**config.mk**
```make
export PLATFORM = sky130hd
export DESIGN_NAME = trading_engine_core
export DESIGN_NICKNAME = d
export VERILOG_FILES = /design/src/rtl/trading_engine_core.sv
export SDC_FILE = /design/constraint.sdc
export NUM_CORES = 1
export LEC_CHECK = 0
export ABC_AREA = 1
export ABC_CLOCK_PERIOD_IN_PS = 4950
export CAP_MARGIN = 25
export CORE_ASPECT_RATIO = 1.75
export CORE_MARGIN = 2
export CORE_UTILIZATION = 50
export CTS_CLUSTER_SIZE = 20
export DETAILED_ROUTE_END_ITERATION = 8
export GPL_TIMING_DRIVEN = 0
export PLACE_DENSITY = 0.73
export SLEW_MARGIN = 20
export SYNTH_ARGS = -nofsm -noshare
export SYNTH_HDL_FRONTEND = slang
export SYNTH_SLANG_ARGS = --single-unit
```
**constraint.sdc**
```tcl
create_clock -name clk_125mhz -period 4.95 [get_ports clk_125mhz]
set_input_delay 0.7425 -clock clk_125mhz [delete_from_list [all_inputs] [get_ports clk_125mhz]]
set_output_delay 0.7425 -clock clk_125mhz [all_outputs]
set_load 0.02 [all_outputs]
```
**src/rtl/trading_engine_core.sv**
```systemverilog
// Trading demo engine: LFSR market feed, threshold strategy with a position limit,
// order-entry FSM with a loopback ack, and registered status LEDs.
package trading_engine_core_pkg;
   typedef enum logic [1:0] {
      ST_IDLE     = 2'd0,
      ST_BUILD    = 2'd1,
      ST_SEND     = 2'd2,
      ST_WAIT_ACK = 2'd3
   } state_e;

   typedef struct packed {
      state_e             state;
      logic               tick;
      logic               eval;
      logic               frame_valid;
      logic [7:0]         frame_byte;
      logic               ack;
      logic [15:0]        order_id;
      logic [15:0]        orders_sent;
      logic signed [7:0]  position;
      logic [15:0]        drop_cnt;
      logic [15:0]        lfsr;
   } dbg_t;
endpackage

module trading_engine_core
   import trading_engine_core_pkg::*;
#(
   parameter int          TICK_DIV    = 125,
   parameter int          HB_DIV      = 62500,
   parameter logic [15:0] LFSR_SEED   = 16'hACE1,
   parameter int          BUY_THRESH  = 256,
   parameter int          SELL_THRESH = 767,
   parameter int          POS_LIMIT   = 8,
   parameter int          FRAME_LEN   = 8,
   parameter int          ACK_LAT     = 4
) (
   input  logic       clk_125mhz,
   input  logic       rstn_raw,
   output logic [7:0] status_leds,
   output dbg_t       o_dbg
);

   localparam int TCW = (TICK_DIV > 1) ? $clog2(TICK_DIV) : 1;
   localparam int HBW = (HB_DIV > 1) ? $clog2(HB_DIV) : 1;
   localparam int PW  = $clog2(POS_LIMIT + 1) + 1;
   localparam logic [TCW-1:0]       TICK_LAST  = TCW'(TICK_DIV - 1);
   localparam logic [HBW-1:0]       HB_LAST    = HBW'(HB_DIV - 1);
   localparam logic [10:0]          BUY_T      = 11'(BUY_THRESH);
   localparam logic [10:0]          SELL_T     = 11'(SELL_THRESH);
   localparam logic signed [PW-1:0] POS_MAX    = PW'(POS_LIMIT);
   localparam logic signed [PW-1:0] POS_MIN    = PW'(-POS_LIMIT);
   localparam logic [7:0]           FRAME_LAST = 8'(FRAME_LEN - 1);
   localparam logic [7:0]           ACK_LAST   = 8'(ACK_LAT - 1);

   logic [1:0]           r_sync;
   logic                 w_rst_n;
   logic [TCW-1:0]       r_tick_cnt;
   logic                 w_tick;
   logic                 r_eval;
   logic [15:0]          r_lfsr;
   logic [9:0]           w_price;
   logic [10:0]          w_price_x;
   logic                 w_buy, w_sell, w_want, w_req, w_drop;
   state_e               r_state, w_state_nxt;
   logic                 w_ack;
   logic [7:0]           r_phase;
   logic                 r_side;
   logic [9:0]           r_ord_price;
   logic [15:0]          r_ord_id;
   logic [15:0]          r_order_id;
   logic [15:0]          r_sent;
   logic signed [PW-1:0] r_pos, w_pos_nxt;
   logic                 r_last_side;
   logic [15:0]          r_drop;
   logic [HBW-1:0]       r_hb_cnt;
   logic                 r_hb, r_busy, r_at_lim;
   logic [7:0]           w_chk, w_frame_byte;

   // Release is synchronized; assertion reaches every flop asynchronously via w_rst_n.
   always_ff @(posedge clk_125mhz or negedge rstn_raw) begin
      if (!rstn_raw) r_sync <= 2'b00;
      else           r_sync <= {r_sync[0], 1'b1};
   end
   assign w_rst_n = r_sync[1];

   assign w_tick    = (r_tick_cnt == TICK_LAST);
   assign w_price   = r_lfsr[9:0];
   assign w_price_x = {1'b0, w_price};

   always_ff @(posedge clk_125mhz or negedge w_rst_n) begin
      if (!w_rst_n) begin
         r_tick_cnt <= '0;
         r_eval     <= 1'b0;
         r_lfsr     <= LFSR_SEED;
      end else begin
         r_eval <= w_tick;
         if (w_tick) begin
            r_tick_cnt <= '0;
            r_lfsr     <= {r_lfsr[14:0], r_lfsr[15] ^ r_lfsr[13] ^ r_lfsr[12] ^ r_lfsr[10]};
         end else begin
            r_tick_cnt <= r_tick_cnt + TCW'(1);
         end
      end
   end

   // Strategy runs one cycle after the tick, so it sees the freshly advanced price.
   assign w_buy  = r_eval && (w_price_x < BUY_T) && (r_pos < POS_MAX);
   assign w_sell = r_eval && !w_buy && (w_price_x > SELL_T) && (r_pos > POS_MIN);
   assign w_want = w_buy | w_sell;
   assign w_req  = w_want && (r_state == ST_IDLE);
   assign w_drop = w_want && (r_state != ST_IDLE);

   always_ff @(posedge clk_125mhz or negedge w_rst_n) begin
      if (!w_rst_n) r_state <= ST_IDLE;
      else          r_state <= w_state_nxt;
   end

   // Frame stream: frame_valid/frame_byte carry one byte per SEND cycle with no
   // back-pressure; the loopback ack is a single-cycle pulse in the last WAIT_ACK cycle.
   always_comb begin
      w_state_nxt = r_state;
      w_ack       = 1'b0;
      case (r_state)
         ST_IDLE:     if (w_req) w_state_nxt = ST_BUILD;
         ST_BUILD:    w_state_nxt = ST_SEND;
         ST_SEND:     if (r_phase == FRAME_LAST) w_state_nxt = ST_WAIT_ACK;
         ST_WAIT_ACK: begin
            if (r_phase == ACK_LAST) begin
               w_ack       = 1'b1;
               w_state_nxt = ST_IDLE;
            end
         end
         default:     w_state_nxt = ST_IDLE;
      endcase
   end

   always_comb begin
      w_pos_nxt = r_pos;
      if (w_ack) w_pos_nxt = r_side ? r_pos + PW'(1) : r_pos - PW'(1);
   end

   always_ff @(posedge clk_125mhz or negedge w_rst_n) begin
      if (!w_rst_n) begin
         r_phase     <= '0;
         r_side      <= 1'b0;
         r_ord_price <= '0;
         r_ord_id    <= '0;
         r_order_id  <= '0;
         r_sent      <= '0;
         r_pos       <= '0;
         r_last_side <= 1'b0;
         r_drop      <= '0;
      end else begin
         if ((r_state == ST_IDLE) || (w_state_nxt != r_state)) r_phase <= '0;
         else                                                 r_phase <= r_phase + 8'd1;
         if (w_req) begin
            r_side      <= w_buy;
            r_ord_price <= w_price;
            r_ord_id    <= r_order_id;
         end
         if (w_ack) begin
            r_order_id  <= r_order_id + 16'd1;
            r_sent      <= r_sent + 16'd1;
            r_last_side <= r_side;
         end
         r_pos <= w_pos_nxt;
         if (w_drop && (r_drop != 16'hFFFF)) r_drop <= r_drop + 16'd1;
      end
   end

   assign w_chk = 8'hA5 ^ {7'd0, r_side} ^ r_ord_id[15:8] ^ r_ord_id[7:0]
                ^ {6'd0, r_ord_price[9:8]} ^ r_ord_price[7:0];

   always_comb begin
      w_frame_byte = 8'h00;
      case (r_phase)
         8'd0:    w_frame_byte = 8'hA5;
         8'd1:    w_frame_byte = {7'd0, r_side};
         8'd2:    w_frame_byte = r_ord_id[15:8];
         8'd3:    w_frame_byte = r_ord_id[7:0];
         8'd4:    w_frame_byte = {6'd0, r_ord_price[9:8]};
         8'd5:    w_frame_byte = r_ord_price[7:0];
         8'd7:    w_frame_byte = w_chk;
         default: w_frame_byte = 8'h00;
      endcase
   end

   // LED bits are loaded from next-state values so they line up with the state they report.
   always_ff @(posedge clk_125mhz or negedge w_rst_n) begin
      if (!w_rst_n) begin
         r_hb_cnt <= '0;
         r_hb     <= 1'b0;
         r_busy   <= 1'b0;
         r_at_lim <= 1'b0;
      end else begin
         if (r_hb_cnt == HB_LAST) begin
            r_hb_cnt <= '0;
            r_hb     <= ~r_hb;
         end else begin
            r_hb_cnt <= r_hb_cnt + HBW'(1);
         end
         r_busy   <= (w_state_nxt != ST_IDLE);
         r_at_lim <= (w_pos_nxt == POS_MAX) || (w_pos_nxt == POS_MIN);
      end
   end

   assign status_leds = {r_sent[2:0], r_at_lim, r_last_side, r_busy, r_sync[1], r_hb};

   always_comb begin
      o_dbg             = '0;
      o_dbg.state       = r_state;
      o_dbg.tick        = w_tick;
      o_dbg.eval        = r_eval;
      o_dbg.frame_valid = (r_state == ST_SEND);
      o_dbg.frame_byte  = w_frame_byte;
      o_dbg.ack         = w_ack;
      o_dbg.order_id    = r_order_id;
      o_dbg.orders_sent = r_sent;
      o_dbg.position    = 8'(r_pos);
      o_dbg.drop_cnt    = r_drop;
      o_dbg.lfsr        = r_lfsr;
   end

endmodule

```
==> results list, run 1 <==
* Run status: completed
* Total power divided by cell area: 257 nW/um^2
- In this run the worst hold path is classified as flip-flop to asynchronous set/reset pin.
* Post-route setup slack: roughly 1.5 ns
- After detailed routing, the total wire length is around 18000 um.
- The tightest hold path in the finished design has a slack of about 0.25 ns.
* Leftover overflow at the end of global routing: 0
* Number of setup violations in the final report: 0
- Combinational family with the most area after synthesis: simple AND/OR/NAND/NOR gates
- Final Max Tran Viols: 0
* Netlist area before placement: approximately 7300 um^2
* Total die area: roughly 16000 um^2
* Clock tree from TritonCTS: yes
- STA classifies the critical path startpoint as a flip-flop.
* DRC violations left: 0
- Across the routed clock network, the largest skew measured is ~0.0084 ns.
- Period utilization: approximately 69%
- Area Overhead vs Synth: 24.6%
- Post-route design area: roughly 9100 um^2
- Clock latency reported for the late side of the worst-skew pair: approximately 0.42 ns
* Leakage component of the power: approximately 4.2 nW
- Die X: about 96 um
- STA classifies the critical path endpoint as an output port.
- The initial antenna violation count is 0.
- Global-route usage over all layers: 24.6%
* Per-cell via count in the routed design: between 5 and 6
- Number of clock buffers inserted by TritonCTS: 17
- DP Worst Slack: 1.98 ns
- After the first detailed-routing iteration, the DRC count stood at 275.
* Number of cells in the finished layout apart from fillers: about 1200
* H-tree Lvls: 4
* Dominant synthesized flop cell: dfrtp_1
* Placed insts: 1209
- In this run the tightest slew margin relative to its limit is between 50 and 60%.
- Buffer cell driving the clock tree root: clkbuf_16
- The first TritonRoute pass finished after 5 iterations.
- CP required: roughly 4.2 ns
- Summed over all nets, the half-perimeter wirelength after detailed placement is 13500 um.
- Entering global routing, the biggest net connects 42 pins.
- In this run the count of I/O pins placed on the die edge is 96.
- On the critical path, the stage with the largest delay is an instance of clkdlybuf4s50_1.
- Via total after detailed routing: around 6500
* Layout cells sized above 1: under 10%
* Fraction of synthesized area in multiplexers: 0%
* Cell count after synthesis: between 900 and 1000
- The congestion estimate from routability-driven global placement came to 0.876.
- Buffers added to address setup during post-CTS repair amount to 0.
- Average cell area after synthesis: 7.88 um^2
- Setup repair after global routing missed its margin: false
- The number of global-route vias before repair was between 6000 and 7000.
- After floorplanning, the core was sized to cover 14400 um^2.
- Global-route wire length before repair: between 20000 and 30000 um
* Std cell rows: 58
- Timing would allow up to roughly 300 MHz.
- Critical Path Fanout Max: 10
- Synth Warn #: 0
* List of cells traversed by the critical path: ha_1 > inv_1 > nor2_2 > nand2_2 > nor2_4 > buf_4 > buf_4 > clkdlybuf4s50_1
- Number of buffers inserted for hold repair after clock tree synthesis: 0
- Counting flops with a built-in enable in the synthesized netlist gives 0.
* Compound-Gate Fraction of Synth Area: roughly 5.6%
- The longest clock path from root to sink contains 2 buffers.
- Counting cells, the worst reg-to-reg path comes to 5.
- Number of gates given a new drive strength after cts: 0
- In this design, the critical path's most frequently occurring cell is buf_4.
- In this design, the stage delay of the slowest critical-path cell is between 0.5 and 0.6 ns.
* Max rail drop VDD: 0.000227 V
- The number of different library cells used by synthesis comes to 39.
* Worst-margin pin slew: about 0.7 ns
- Once layout is complete, the utilization of the core stands at a little under two thirds.
- Summing the areas of all fa, ha and maj instances in the mapped netlist gives 2.49% of the synthesized area.
* Area fraction in and, or, nand and nor cells after synthesis: 31.1%
- CP arrival: about 2.7 ns
* Number of inserted diodes: 0
- Placement Cell Area: 8580 um^2
- In the final design database the tool counted 1064 nets.
- Hold violation total from the final report: 0
* Proportion of synthesized chip area in sequential cells: 46.5%
* Post-detailed-route wirelength per cell: 14.5 um
- Min cycle time layout: around 3.4 ns
* Total nets after synthesis: 947
- The initial utilization of the core area, before any placement, comes to between 50% and 60%.
* Category of the most critical setup path: flip-flop to output port
- Of all flip-flops after synthesis, the portion carrying an async set or reset was 100%.
- After synthesis the netlist holds a flip-flop and latch count of 136.
- Number of buffers inserted by port buffering: 95
- Post-DRT Antenna Nets: 0
- Clock transition at path regs: around 0.060 ns
- Xor-xnor portion of the synthesized cell area: 6.31%
- Max-cap violations: 0
- Vertical extent of the die: 164 um
- Clk sink count: between 100 and 150
critical path, delay by kind of cell (launching register included):
| kind | cells | cell delay (ns) |
|---|---|---|
| flops | 1 | 0.42 |
| fa+ha+maj | 1 | 0.24 |
| buf+inv | 4 | 1.04 |
| simple gates | 3 | 0.52 |
report_power, final:
group / internal [mW] / switching, mW
registers: 1.11 / 0.00442
logic: 0.00665 / 0.0185
clock network: 0.704 / 0.501
cell usage in the layout (no fill, tap or decap), types with 4 or more instances in the layout:
master	netlist	routed
a21oi_1	16	16
and2_1	5	5
buf_2	5	5
buf_4	19	19
clkbuf_16	0	17
clkdlybuf4s50_1	0	95
clkinv_2	1	5
clkinvlp_4	0	4
dfrtp_1	128	127
dfstp_2	8	8
ha_1	13	13
inv_1	91	91
inv_2	8	8
nand2_1	290	290
nand2_2	5	5
nand3_1	61	61
nand3b_1	4	4
nand4_1	29	29
nor2_1	85	85
nor2_2	6	6
nor2_4	5	5
nor3_1	17	17
o21ai_0	49	49
o21ai_1	11	11
xnor2_1	18	18
xor2_1	33	33
sequential cells by signal (all words and copies together) (netlist names), 2 cells and up:
register,cells
r_state,2
r_ord_id,16
r_pos,5
r_sent,16
r_order_id,16
r_ord_price,10
r_drop,16
r_lfsr,16
r_phase,8
r_hb_cnt,16
r_sync,2
r_tick_cnt,7
kinds of logic (layout without fill, tap and decap cells):
family,Yosys count,count (layout)
adders and majority gates,14,14
buffers and inverters,129,259
DFF,136,136
AOI/OAI and AO/OA,80,80
and+or+nand+nor,519,519
other,1,1
xor gates and xnor gates,52,52
through the flow:
stage | setup TNS [ns] | power (mW)
3_5_place_dp | 0 | 1.16
5_1_grt | 0 | 2.41
4_1_cts | 0 | 2.37
3_3_place_gp | -87.76 | 1.16
2_1_floorplan | 0 | 1.15
6_report | 0 | 2.35
layer usage:
layer  GRT usage, %  vias to the layer above  share of wire (%)
li1               -                     3188                  -
met1           26.9                     3125                 38
met2           45.8                      116                 56
met3           4.86                       28                3.3
met4           9.35                        0                2.6
met5              0                        -                  0
cells in the mapped netlist (6+ instances only):
library cell    n  share of area (%)
a21oi_1        16                1.1
buf_4          19                1.9
dfrtp_1       128                 44
dfstp_2         8                2.9
ha_1           13                2.2
inv_1          91                4.7
inv_2           8               0.41
nand2_1       290                 15
nand3_1        61                4.2
nand4_1        29                2.5
nor2_1         85                4.3
nor2_2          6               0.51
nor3_1         17                1.2
o21ai_0        49                3.3
o21ai_1        11               0.75
xnor2_1        18                2.1
xor2_1         33                3.9
path summary, 6_finish.rpt:
kind,startpoint,endpoint,slack [ns]
max,r_phase[0]$_DFF_PN0_,o_dbg[72],1.54
min,r_sync[1]$_DFF_PN0_,r_hb_cnt[9]$_DFF_PN0_,0.25
max reg2reg,r_lfsr[8]$_DFFE_PN0P_,r_drop[9]$_DFFE_PN0P_,2.93
min reg2reg,r_sync[1]$_DFF_PN0_,r_hb_cnt[9]$_DFF_PN0_,0.25
max in group asynchronous,r_sync[1]$_DFF_PN0_,r_lfsr[5]$_DFFE_PN1P_,4.10
min in group clk_125mhz,r_sync[0]$_DFF_PN0_,r_sync[1]$_DFF_PN0_,0.35
cell type report:
type                            instances  area [um^2]
Clock buffer                           18          439
Sequential cell                       136         3420
Tap cell                              180          225
Timing Repair Buffer                   98         1010
Fill cell                            1292         5230
Buffer                                 29          209
Inverter                              100          377
Clock inverter                         14          124
Multi-Input combinational cell        666         3340
Note: power is estimated with default switching activity, not from simulation.
==> run 2: changes to the inputs <==
--- a/config.mk
+++ b/config.mk
@@ -6,7 +6,7 @@
 export NUM_CORES = 1
 export LEC_CHECK = 0
 export ABC_AREA = 1
-export ABC_CLOCK_PERIOD_IN_PS = 4950
+export ABC_CLOCK_PERIOD_IN_PS = 3450
 export CAP_MARGIN = 25
 export CORE_ASPECT_RATIO = 1.75
 export CORE_MARGIN = 2
==> constraint.sdc (replaced) <==
create_clock -name clk_125mhz -period 3.45 [get_ports clk_125mhz]
set_input_delay 0.5175 -clock clk_125mhz [delete_from_list [all_inputs] [get_ports clk_125mhz]]
set_output_delay 0.5175 -clock clk_125mhz [all_outputs]
set_load 0.02 [all_outputs]
==> results list, run 2 (synthesized netlist as in run 1, its figures left out) <==
- The root buffer cell was clkbuf_16 (unchanged).
- The count of endpoints failing hold in the final timing report came to 0 (unchanged).
- Post-layout nets: 1063 (was 1064)
- Pin count of the biggest net entering global routing: 56 (was 42)
- Max Fclk: roughly 310 MHz
* Min cycle time layout: between 3 and 4 ns
- Leakage component of the power: 4.23 nW (was 4.21 nW)
* Slowest Stage Delay on Critical Path: 0.60 ns (was 0.59 ns)
- Initial antenna violation count: 0 (unchanged)
- Per-cell via count in the routed design: 5.12 (was 5.20)
* R2r startpoint: r_lfsr[8]$_DFFE_PN0P_ (unchanged)
- The number of design-rule violations left by the first detailed-router iteration is 371 (was 275).
- Cell seen most often among critical-path stages: buf_4 (unchanged)
* Detailed-router iteration count before antenna repair: 5 (unchanged)
- Half-perimeter wire length of the detailed placement result: 13200 um (was 13500 um)
* Vertical extent of the die: 164 um (unchanged)
- Clock latency reported for the late side of the worst-skew pair: 0.42 ns (about the same)
- Layout cells sized above 1: 9.81% (was 9.99%)
- The overall power was 3.52 mW (was 2.35 mW).
- The residual DRC count came to 0 (unchanged).
* Area of the core region: 14400 um^2 (unchanged)
* Number of clock buffers inserted by TritonCTS: 17 (unchanged)
- Most frequent cells in the layout: nand2_1 (290), dfrtp_1 (127), clkdlybuf4s50_1 (95) (unchanged)
- Category of the most critical setup path: flip-flop to output port (unchanged)
* Met2 Usage GRT: 43.5% (was 45.8%)
* Post-detailed-route wirelength per cell: 14.3 um (was 14.5 um)
* GR Layer Usage met3: 4.72% (was 4.86%)
* Clock tree from TritonCTS: yes (unchanged)
* Setup TNS: 0 ns (unchanged)
- Via count of the first global-routing pass: 6171 (was 6406)
* Worst Setup Start Kind: flip-flop (unchanged)
* Met1 Use GR: 27.2% (was 26.9%)
- List of cells traversed by the critical path: ha_1 > inv_1 > nor2_2 > nand2_2 > nor2_4 > buf_4 > buf_4 > clkdlybuf4s50_1 (unchanged).
- Clock transition at path regs: 0.06 ns (about the same)
- The cell type of the slowest stage on the worst timing path was clkdlybuf4s50_1 (unchanged).
- Placement Cell Area: 8570 um^2 (was 8580 um^2)
- The horizontal extent of the die is 95.6 um (unchanged).
- Maximum clock path buffer count: 2 (unchanged)
* Period utilization: between 90% and 100%
* Depth of the worst register-to-register path: 5 (unchanged)
- The number of max-cap violations is 0 (unchanged).
- Max rail drop VDD: 0.000343 V (was 0.000227 V)
- Most common library cell in the layout ignoring fill and taps: nand2_1 (unchanged)
- Reg-to-Reg End: r_drop[11]$_DFFE_PN0P_ (was r_drop[9]$_DFFE_PN0P_)
- The wire length of the first global-routing pass was 29200 um (was 29900 um).
- CP arrival: 2.69 ns (was 2.66 ns)
- Wirelength, routed: 17800 um (was 18000 um)
- Run status: completed (unchanged)
* H-tree Lvls: 4 (unchanged)
- Initial cell density of the core: 51.1% (unchanged)
* Number of inserted diodes: 0 (unchanged)
- The post-CTS resize count was 0 (unchanged).
* Via total after detailed routing: 6349 (was 6457)
- Number of setup violations in the final report: 0 (unchanged)
* Clk sink count: 136 (unchanged)
- The placer congestion estimate was 0.870 (was 0.876).
* CP required: 2.93 ns (was 4.21 ns)
* Setup repair after global routing missed its margin: false (unchanged)
- Type of destination of the critical path: output port (unchanged)
- Std cell rows: 58 (unchanged)
- The actual transition at the worst max-transition pin came to 0.704 ns (was 0.699 ns).
- The final count of pins violating max slew was 0 (unchanged).
- Area Overhead vs Synth: 25.2% (was 24.6%)
- Post-route setup slack: 0.245 ns (was 1.54 ns)
- Max-slew headroom at the worst pin: 53.1% (was 53.4%)
- The number of nets still failing antenna checks after routing came to 0 (unchanged).
- The routing layer with the top usage in global route is met2 (unchanged).
- Total power divided by cell area: 383 nW/um^2 (was 257 nW/um^2)
* Clock skew: 0.0103 ns (was 0.00838 ns)
- Number of buffers inserted by port buffering: 95 (unchanged)
- DP Worst Slack: 0.692 ns (was 1.98 ns)
- The worst hold-check path type is input pin to asynchronous set/reset pin (was flip-flop to asynchronous set/reset pin).
* Total setup buffers inserted after CTS: 0 (unchanged)
- Global-route usage over all layers: 23.8% (was 24.6%)
- Post-route design area: 9190 um^2 (was 9140 um^2)
* Minimum setup slack among reg-to-reg paths: 1.50 ns (was 2.93 ns)
- The maximum fanout along the worst path is 10 (unchanged).
* Total die area: 15700 um^2 (unchanged)
- The remaining global-route overflow is 0 (unchanged).
- Io pins: 96 (unchanged)
- Number of buffers inserted for hold repair after clock tree synthesis: 0 (unchanged)
[run 2: final cells by class]
type	count	area [um^2]
fillers	1253	5180
flip-flops and latches	136	3420
multi-input cells	666	3340
repair buffers	97	1010
clock buffers	19	443
inverters	100	377
well taps	180	225
plain buffers	29	209
clock inverters	13	169
[run 2: how the worst max path moves through the flow]
stage / end / cells after the start / slack [ns] / startpoint
CTS: o_dbg[72] / 8 / 0.22 / r_phase[0]$_DFF_PN0_
finish: o_dbg[72] / 8 / 0.25 / r_phase[0]$_DFF_PN0_
global route: o_dbg[72] / 8 / 0.09 / r_phase[0]$_DFF_PN0_
detailed placement: o_dbg[72] / 8 / 0.69 / r_phase[0]$_DFF_PN0_
floorplan: status_leds[1] / 1 / 0.68 / r_sync[1]$_DFF_PN0_
global placement: status_leds[1] / 2 / -0.51 / r_sync[1]$_DFF_PN0_
[run 2: metal layers]
metal | vias to the layer above | wire [um]
li1 | 3186 | -
met1 | 3001 | 6960
met2 | 136 | 9870
met3 | 26 | 626
met4 | 0 | 332
met5 | - | 0
[run 2: critical path, delay by kind of cell, from the launching register on]
family                     cells  cell delay (ns)
and+or+nand+nor                3             0.54
buffers and inverters          4             1.05
DFF                            1             0.43
adders and majority gates      1             0.25
[run 2: stage by stage]
step	utilization (%)	std cells	hold slack [ns]
after floorplan	-	931	0.222
final	63.9	1240	0.259
after detailed placement	59.7	1208	0.285
after global routing	63.9	1240	0.257
after global placement	59.3	1206	0.337
after CTS	63.9	1240	0.248
[run 2: power by group]
part | internal (mW) | switching [mW] | leakage (nW)
Sequential | 1.60 | 0.00728 | 1.85
Clock | 1.16 | 0.713 | 0.292
Combinational | 0.00913 | 0.0252 | 2.10
Total | 2.77 | 0.746 | 4.23
